## src/rtl/uart_tx_arbiter_if.sv

```systemverilog
// Bus between the byte requesters, the arbiter and the UART transmitter.
//
// Handshake rules:
//   req[i]/req_data  : level "valid" from requester i. Hold req high with stable
//                      data until grant[i] pulses; grant[i] is the one-cycle
//                      acceptance.
//   tx_send/tx_busy  : tx_send is a level "valid" toward the transmitter, held
//                      until tx_busy (baud domain) is seen high through the
//                      synchronizer; tx_data is stable from grant to next grant.
interface uart_tx_arbiter_if #(
  parameter int NUM_REQ = 2,
  parameter int DATA_W  = 8
);
  logic [NUM_REQ-1:0]        req;
  logic [NUM_REQ*DATA_W-1:0] req_data;
  logic [NUM_REQ-1:0]        grant;
  logic [DATA_W-1:0]         tx_data;
  logic                      tx_send;
  logic                      tx_busy;

  // Requesters plus transmitter side
  modport master (output req, req_data, tx_busy, input grant, tx_data, tx_send);
  // Arbiter side
  modport slave  (input req, req_data, tx_busy, output grant, tx_data, tx_send);
endinterface

```

## src/rtl/uart_tx_arbiter.sv

```systemverilog
// Round-robin arbiter sharing one UART transmitter between NUM_REQ byte
// requesters, with start timeout and an enforced inter-frame gap.
module uart_tx_arbiter #(
  parameter int NUM_REQ       = 2,
  parameter int DATA_W        = 8,
  parameter int GAP_CYCLES    = 16,
  parameter int START_TIMEOUT = 65535,
  localparam int ID_W = (NUM_REQ > 1) ? $clog2(NUM_REQ) : 1
) (
  input  logic            src_clk,
  input  logic            rst_n,
  input  logic            enable,
  uart_tx_arbiter_if.slave bus,
  output logic [ID_W-1:0] active_id,
  output logic            busy,
  output logic            err_timeout,
  output logic [1:0]      state_dbg
);

  localparam int TO_W  = $clog2(START_TIMEOUT + 1);
  localparam int GAP_W = $clog2(GAP_CYCLES + 1);

  typedef enum logic [1:0] {
    S_IDLE      = 2'd0,
    S_SEND      = 2'd1,
    S_WAIT_DONE = 2'd2,
    S_GAP       = 2'd3
  } state_t;

  state_t             state, state_n;
  logic               busy_ff1, busy_s;
  logic [1:0]         sync_fill;
  logic [ID_W-1:0]    rr_ptr, rr_ptr_n;
  logic [NUM_REQ-1:0] grant_n;
  logic [DATA_W-1:0]  tx_data_n;
  logic               tx_send_n;
  logic [ID_W-1:0]    active_id_n;
  logic               err_n;
  logic [TO_W-1:0]    to_cnt, to_cnt_n;
  logic [GAP_W-1:0]   gap_cnt, gap_cnt_n;
  logic               pick_found;
  logic [ID_W-1:0]    pick_idx;
  int                 scan_idx;

  // Two-flop synchronizer for tx_busy; sync_fill marks when busy_s carries a
  // real sample after reset, so a Tx still busy from before reset is not missed.
  always_ff @(posedge src_clk or negedge rst_n) begin
    if (!rst_n) begin
      busy_ff1  <= 1'b0;
      busy_s    <= 1'b0;
      sync_fill <= 2'b00;
    end else begin
      busy_ff1  <= bus.tx_busy;
      busy_s    <= busy_ff1;
      sync_fill <= {sync_fill[0], 1'b1};
    end
  end

  // Round-robin scan: first asserted request at or after rr_ptr, wrapping.
  always_comb begin
    pick_found = 1'b0;
    pick_idx   = '0;
    scan_idx   = 0;
    for (int k = 0; k < NUM_REQ; k++) begin
      scan_idx = int'(rr_ptr) + k;
      if (scan_idx >= NUM_REQ) scan_idx = scan_idx - NUM_REQ;
      if (!pick_found && bus.req[scan_idx]) begin
        pick_found = 1'b1;
        pick_idx   = ID_W'(scan_idx);
      end
    end
  end

  // Next-state and next-output logic for the frame FSM.
  always_comb begin
    state_n     = state;
    rr_ptr_n    = rr_ptr;
    grant_n     = '0;
    tx_data_n   = bus.tx_data;
    tx_send_n   = bus.tx_send;
    active_id_n = active_id;
    err_n       = err_timeout;
    to_cnt_n    = to_cnt;
    gap_cnt_n   = gap_cnt;
    case (state)
      S_IDLE: begin
        if (enable && pick_found && !busy_s && sync_fill[1]) begin
          grant_n     = NUM_REQ'(1) << pick_idx;
          tx_data_n   = bus.req_data[int'(pick_idx)*DATA_W +: DATA_W];
          active_id_n = pick_idx;
          rr_ptr_n    = (pick_idx == ID_W'(NUM_REQ - 1)) ? '0 : pick_idx + ID_W'(1);
          tx_send_n   = 1'b1;
          to_cnt_n    = '0;
          state_n     = S_SEND;
        end
      end
      S_SEND: begin
        if (busy_s) begin
          tx_send_n = 1'b0;
          state_n   = S_WAIT_DONE;
        end else if (to_cnt == TO_W'(START_TIMEOUT - 1)) begin
          // Transmitter never acknowledged: drop the frame, no retry.
          err_n     = 1'b1;
          tx_send_n = 1'b0;
          gap_cnt_n = '0;
          state_n   = S_GAP;
        end else begin
          to_cnt_n = to_cnt + TO_W'(1);
        end
      end
      S_WAIT_DONE: begin
        if (!busy_s) begin
          gap_cnt_n = '0;
          state_n   = S_GAP;
        end
      end
      S_GAP: begin
        if (gap_cnt == GAP_W'(GAP_CYCLES - 1)) state_n = S_IDLE;
        else gap_cnt_n = gap_cnt + GAP_W'(1);
      end
      default: state_n = S_IDLE;
    endcase
  end

  // State and registered outputs.
  always_ff @(posedge src_clk or negedge rst_n) begin
    if (!rst_n) begin
      state       <= S_IDLE;
      rr_ptr      <= '0;
      bus.grant   <= '0;
      bus.tx_data <= '0;
      bus.tx_send <= 1'b0;
      active_id   <= '0;
      err_timeout <= 1'b0;
      to_cnt      <= '0;
      gap_cnt     <= '0;
    end else begin
      state       <= state_n;
      rr_ptr      <= rr_ptr_n;
      bus.grant   <= grant_n;
      bus.tx_data <= tx_data_n;
      bus.tx_send <= tx_send_n;
      active_id   <= active_id_n;
      err_timeout <= err_n;
      to_cnt      <= to_cnt_n;
      gap_cnt     <= gap_cnt_n;
    end
  end

  assign busy      = (state != S_IDLE);
  assign state_dbg = state;

endmodule

```

## src/flat_wrapper.sv

```systemverilog
// flat-port wrapper written by rule: the top's interface ports become plain ports
module uart_tx_arbiter_flat 
#(
  parameter int NUM_REQ       = 2,
  parameter int DATA_W        = 8,
  parameter int GAP_CYCLES    = 16,
  parameter int START_TIMEOUT = 65535,
  localparam int ID_W = (NUM_REQ > 1) ? $clog2(NUM_REQ) : 1
)
  (src_clk, rst_n, enable, active_id, busy, err_timeout, state_dbg, bus_req, bus_req_data, bus_tx_busy, bus_grant, bus_tx_data, bus_tx_send);
  uart_tx_arbiter_if #(.NUM_REQ(NUM_REQ), .DATA_W(DATA_W)) bus_i ();
  input  logic src_clk;
  input  logic rst_n;
  input  logic enable;
  output logic [ID_W-1:0] active_id;
  output logic busy;
  output logic err_timeout;
  output logic [1:0] state_dbg;
  input wire logic [$bits(bus_i.req)-1:0] bus_req;
  input wire logic [$bits(bus_i.req_data)-1:0] bus_req_data;
  input wire logic [$bits(bus_i.tx_busy)-1:0] bus_tx_busy;
  output wire logic [$bits(bus_i.grant)-1:0] bus_grant;
  output wire logic [$bits(bus_i.tx_data)-1:0] bus_tx_data;
  output wire logic [$bits(bus_i.tx_send)-1:0] bus_tx_send;
  assign bus_i.req = bus_req;
  assign bus_i.req_data = bus_req_data;
  assign bus_i.tx_busy = bus_tx_busy;
  assign bus_grant = bus_i.grant;
  assign bus_tx_data = bus_i.tx_data;
  assign bus_tx_send = bus_i.tx_send;
  uart_tx_arbiter #(.NUM_REQ(NUM_REQ), .DATA_W(DATA_W), .GAP_CYCLES(GAP_CYCLES), .START_TIMEOUT(START_TIMEOUT)) u_core (.src_clk(src_clk), .rst_n(rst_n), .enable(enable), .bus(bus_i), .active_id(active_id), .busy(busy), .err_timeout(err_timeout), .state_dbg(state_dbg));
endmodule
```

## config.mk

```make
export PLATFORM = sky130hd
export DESIGN_NAME = uart_tx_arbiter_flat
export DESIGN_NICKNAME = d
export VERILOG_FILES = /design/src/rtl/uart_tx_arbiter_if.sv /design/src/rtl/uart_tx_arbiter.sv /design/src/flat_wrapper.sv
export SDC_FILE = /design/constraint.sdc
export NUM_CORES = 1
export LEC_CHECK = 0
export CORE_ASPECT_RATIO = 1.75
export CORE_MARGIN = 1
export CORE_UTILIZATION = 25
export CTS_CLUSTER_DIAMETER = 50
export CTS_CLUSTER_SIZE = 28
export DETAILED_ROUTE_END_ITERATION = 16
export PLACE_DENSITY = 0.51
export SYNTH_ARGS = -nofsm -noshare
export SYNTH_HDL_FRONTEND = slang
export SYNTH_SLANG_ARGS = --single-unit
```

## constraint.sdc

```tcl
create_clock -name src_clk -period 4.35 [get_ports src_clk]
set_input_delay 0.435 -clock src_clk [delete_from_list [all_inputs] [get_ports src_clk]]
set_output_delay 0.435 -clock src_clk [all_outputs]
set_load 0.03 [all_outputs]
```

==> impl_results.md <==
* Global-route wire length before repair at 9160 um
* Dominant cell type by area after synthesis: dfrtp_1
* Fill count at between 900 and 1000
* Layout area overhead at 27.2%
* Ports at 38
* Antenna diodes at 0
* Peak supply drop at between 0.0003 and 0.0004 V
* Critical-path maximum fanout at 26
* Row count at 45
* Post-synth EDFFs at 0
* Placed cell count at roughly 380
* Vias after detailed routing at about 1900
* Avg WL per Cell at 13.6 um
* Final core utilization at about a third
* Leading cell types by count after synthesis: dfrtp_1, nand2_1, o21ai_0
* Netlist Area Pre-Place at 2250 sq um
* Busiest layer in global routing: met2
* DR iter-0 viols at 80
* Final cell count without fillers at slightly below 400
* Hold WC Path Type: in -> async
* Routed wire length at approximately 5300 um
* H-tree lvl count at 2
* Antenna Nets Post-Route at 0
* Post-synth top flop: dfrtp_1
* Die ar. at around 9400 sq um
* Final Cycle Share at between 50% and 60%
* Fmax at 0.386 GHz
* Yosys reg bits at a little over 40
* Post-Synthesis Cells at roughly 240
* Vias in the first global route at ~1900
* Final HPWL DP at approximately 3900 um
* Largest net degree at the start of global routing at 42
* RSZ-0062 raised after global routing: no
* Synth unique cells at 54
* Setup bufs post-CTS at 0
* Setup crit end kind: flip-flop
* Fin nets at around 300
* Clock latency on the worst-skew pair at between 0.2 and 0.3 ns
* Met2 Track Usage GR at between 20% and 30%
* Seq/Total Area, Yosys at a little under half
* Clock Pin Slew Worst Setup and Hold Paths at 0.06 ns
* Max-capacitance violation count at 0
* CTS Buffer Depth at 2
* Critical Path RT at about 4.6 ns
* GRT Total Usage at between 10 and 15%
* Final min period at 2.59 ns
* Avg Vias per Cell at approximately 5
* Global route total overflow at 0
* Placed Area at between 2000 and 3000 sq um
* Met1 Use GR at between 10% and 20%
* M3 GR Usage at 2.05%
* Pre-CTS WS at 1.77 ns
* Critical Path AT at roughly 2.8 ns
* Die height at between 100 and 150 um
* Clock Skew at between 0.006 and 0.007 ns
* Max stage delay on crit path at roughly 0.67 ns
* Final instance area at 2870 sq um
* Slowest-stage cell, CP: or4_2
* Async set or reset register ratio after synthesis at 100%
* Crit path kind: reg -> reg
* Initial Util at between 20% and 30%
* Setup tns final at 0 ns
* Crit path cell chain: inv_1 > ha_1 > buf_4 > nand2b_1 > o22ai_2 > nand2_1 > or4_2 > o21ai_0
* Pleak at around 1.2 nW
* PortBufs at 37
* CTS tree: yes
* Max-slew violations at 0
* Root buf cell: clkbuf_16
* Ranking of synthesized cells by area: dfrtp_1, o21ai_0, nand2_1
* Critical Path Start Type: flip-flop
* Gpl congestion at 0.756
* Post-synth net total at ~270
* Layout cells sized above 1 at about 8%
* DRC violations left at 0
* Clock net sink count at just over 40
* Initial antenna violation count at 0
* TritonCTS Buffers at 5
* Least-Margin Pin Slew at ~1.0 ns
* Crit-path leading delay family: simple AND/OR/NAND/NOR gates
* DR pass1 iterations at 4
* Max-Slew Margin vs Limit at a little under a third
* Fin. Hold Viols at 0
* Outcome: finished, final reports clean
* Final setup vio count at 0
* Most numerous cell in the Yosys netlist: dfrtp_1
* Core ar. at about 8700 sq um
* Post-synth top area share at ~46%
* Final WS setup at approximately 1.8 ns
* Die width at around 74 um
* CTS Hold Bufs at 0
* Synth warnings at 0
* PwrDens at roughly 570 nW/um^2
* Buf/Inv on CP at 2
* Post-CTS resize count at 0
* Reg2Reg Setup Slack at roughly 1.8 ns
* Synthesized area per cell at approximately 9.4 sq um
==> registers in the layout, summed over array words and instances, names as in the netlist <==
register            count
u_core.active_id        1
u_core.bus.grant        2
u_core.bus.tx_data      8
u_core.bus.tx_send      1
u_core.busy_ff1         1
u_core.busy_s           1
u_core.err_timeout      1
u_core.gap_cnt          5
u_core.rr_ptr           1
u_core.state_dbg        2
u_core.sync_fill        2
u_core.to_cnt          16
==> cells in the final DEF, fill, tap and decap left out, types with 2 or more instances in the layout <==
| cell | instances |
|---|---|
| clkdlybuf4s50_1 | 36 |
| o21bai_1 | 2 |
| dfrtp_1 | 41 |
| o21a_1 | 2 |
| clkinvlp_4 | 2 |
| nor2_1 | 7 |
| inv_1 | 12 |
| a31oi_1 | 2 |
| or2_2 | 3 |
| a21o_1 | 2 |
| nand3_1 | 13 |
| a21boi_0 | 2 |
| o21ai_0 | 27 |
| nor3_1 | 4 |
| nand2_1 | 32 |
| and4_1 | 6 |
| ha_1 | 8 |
| nand4_1 | 5 |
| a211o_1 | 2 |
| nand2b_1 | 3 |
| and3_2 | 2 |
| and3_1 | 2 |
| mux2i_1 | 8 |
| o211ai_1 | 3 |
| o31ai_1 | 5 |
| buf_4 | 2 |
| and2_1 | 3 |
| a21oi_1 | 6 |
| or4_1 | 2 |
| or3_1 | 2 |
| clkbuf_16 | 5 |
==> routing by layer <==
layer	up-vias	routed length, um
met5	-	0
met4	0	107
met3	6	158
met2	37	2980
met1	933	2090
li1	939	-
==> where the power goes <==
part / internal [mW] / switching (mW) / total (mW)
combinational: 0.275 / 0.403 / 0.679
clock: 0.213 / 0.152 / 0.364
sequential: 0.485 / 0.0994 / 0.584
==> cell type report <==
cell class | count | area, sq um | area share, %
multi-input combinational | 175 | 1130 | 39.3
clock inverter | 2 | 15.0 | 0.524
sequential | 41 | 1030 | 35.8
tap | 117 | 146 | 5.10
clock buffer | 6 | 129 | 4.49
timing repair buffer | 39 | 380 | 13.3
inverter | 12 | 45.0 | 1.57
==> through the flow <==
| stage | hold slack, ns | power [mW] |
|---|---|---|
| 2_1_floorplan | 0.139 | 1.02 |
| 3_3_place_gp | 0.332 | 1.27 |
| 3_5_place_dp | 0.346 | 1.28 |
| 4_1_cts | 0.337 | 1.65 |
| 5_1_grt | 0.363 | 1.74 |
| 6_report | 0.290 | 1.63 |
==> path summary, 6_finish.rpt <==
check	startpoint	end	cells past startpoint
worst max-delay path	u_core.state_dbg[1]$_DFFE_PN0P_	u_core.to_cnt[13]$_DFFE_PN0P_	8
worst min-delay path	rst_n	u_core.to_cnt[9]$_DFFE_PN0P_	1
worst max register to register	u_core.state_dbg[1]$_DFFE_PN0P_	u_core.to_cnt[13]$_DFFE_PN0P_	8
worst min register to register	u_core.busy_ff1$_DFF_PN0_	u_core.busy_s$_DFF_PN0_	0
max in group asynchronous	rst_n	u_core.gap_cnt[4]$_DFFE_PN0P_	1
min in group src_clk	u_core.busy_ff1$_DFF_PN0_	u_core.busy_s$_DFF_PN0_	0
==> kinds of logic (layout without fill, tap and decap cells) <==
| kind of cell | Yosys count | in the layout | share of synthesized area, % |
|---|---|---|---|
| AND/OR/NAND/NOR | 93 | 93 | 22.9 |
| AO/OA/AOI/OAI | 65 | 65 | 18.9 |
| flip-flops | 41 | 41 | 45.5 |
| buffers and inverters | 23 | 59 | 4.55 |
| adder cells (fa/ha/maj) | 8 | 8 | 4.44 |
| multiplexers | 8 | 8 | 3.55 |
| other | 1 | 1 | 0.166 |
==> worst reg2reg max path, cell delays in order (launching register included) <==
cell and delay [ns]:
dfrtp_1 0.42, inv_1 0.13, ha_1 0.15, buf_4 0.26
nand2b_1 0.17, o22ai_2 0.25, nand2_1 0.31, or4_2 0.68
o21ai_0 0.15
No activity file was read; power rests on OpenSTA's default activity.
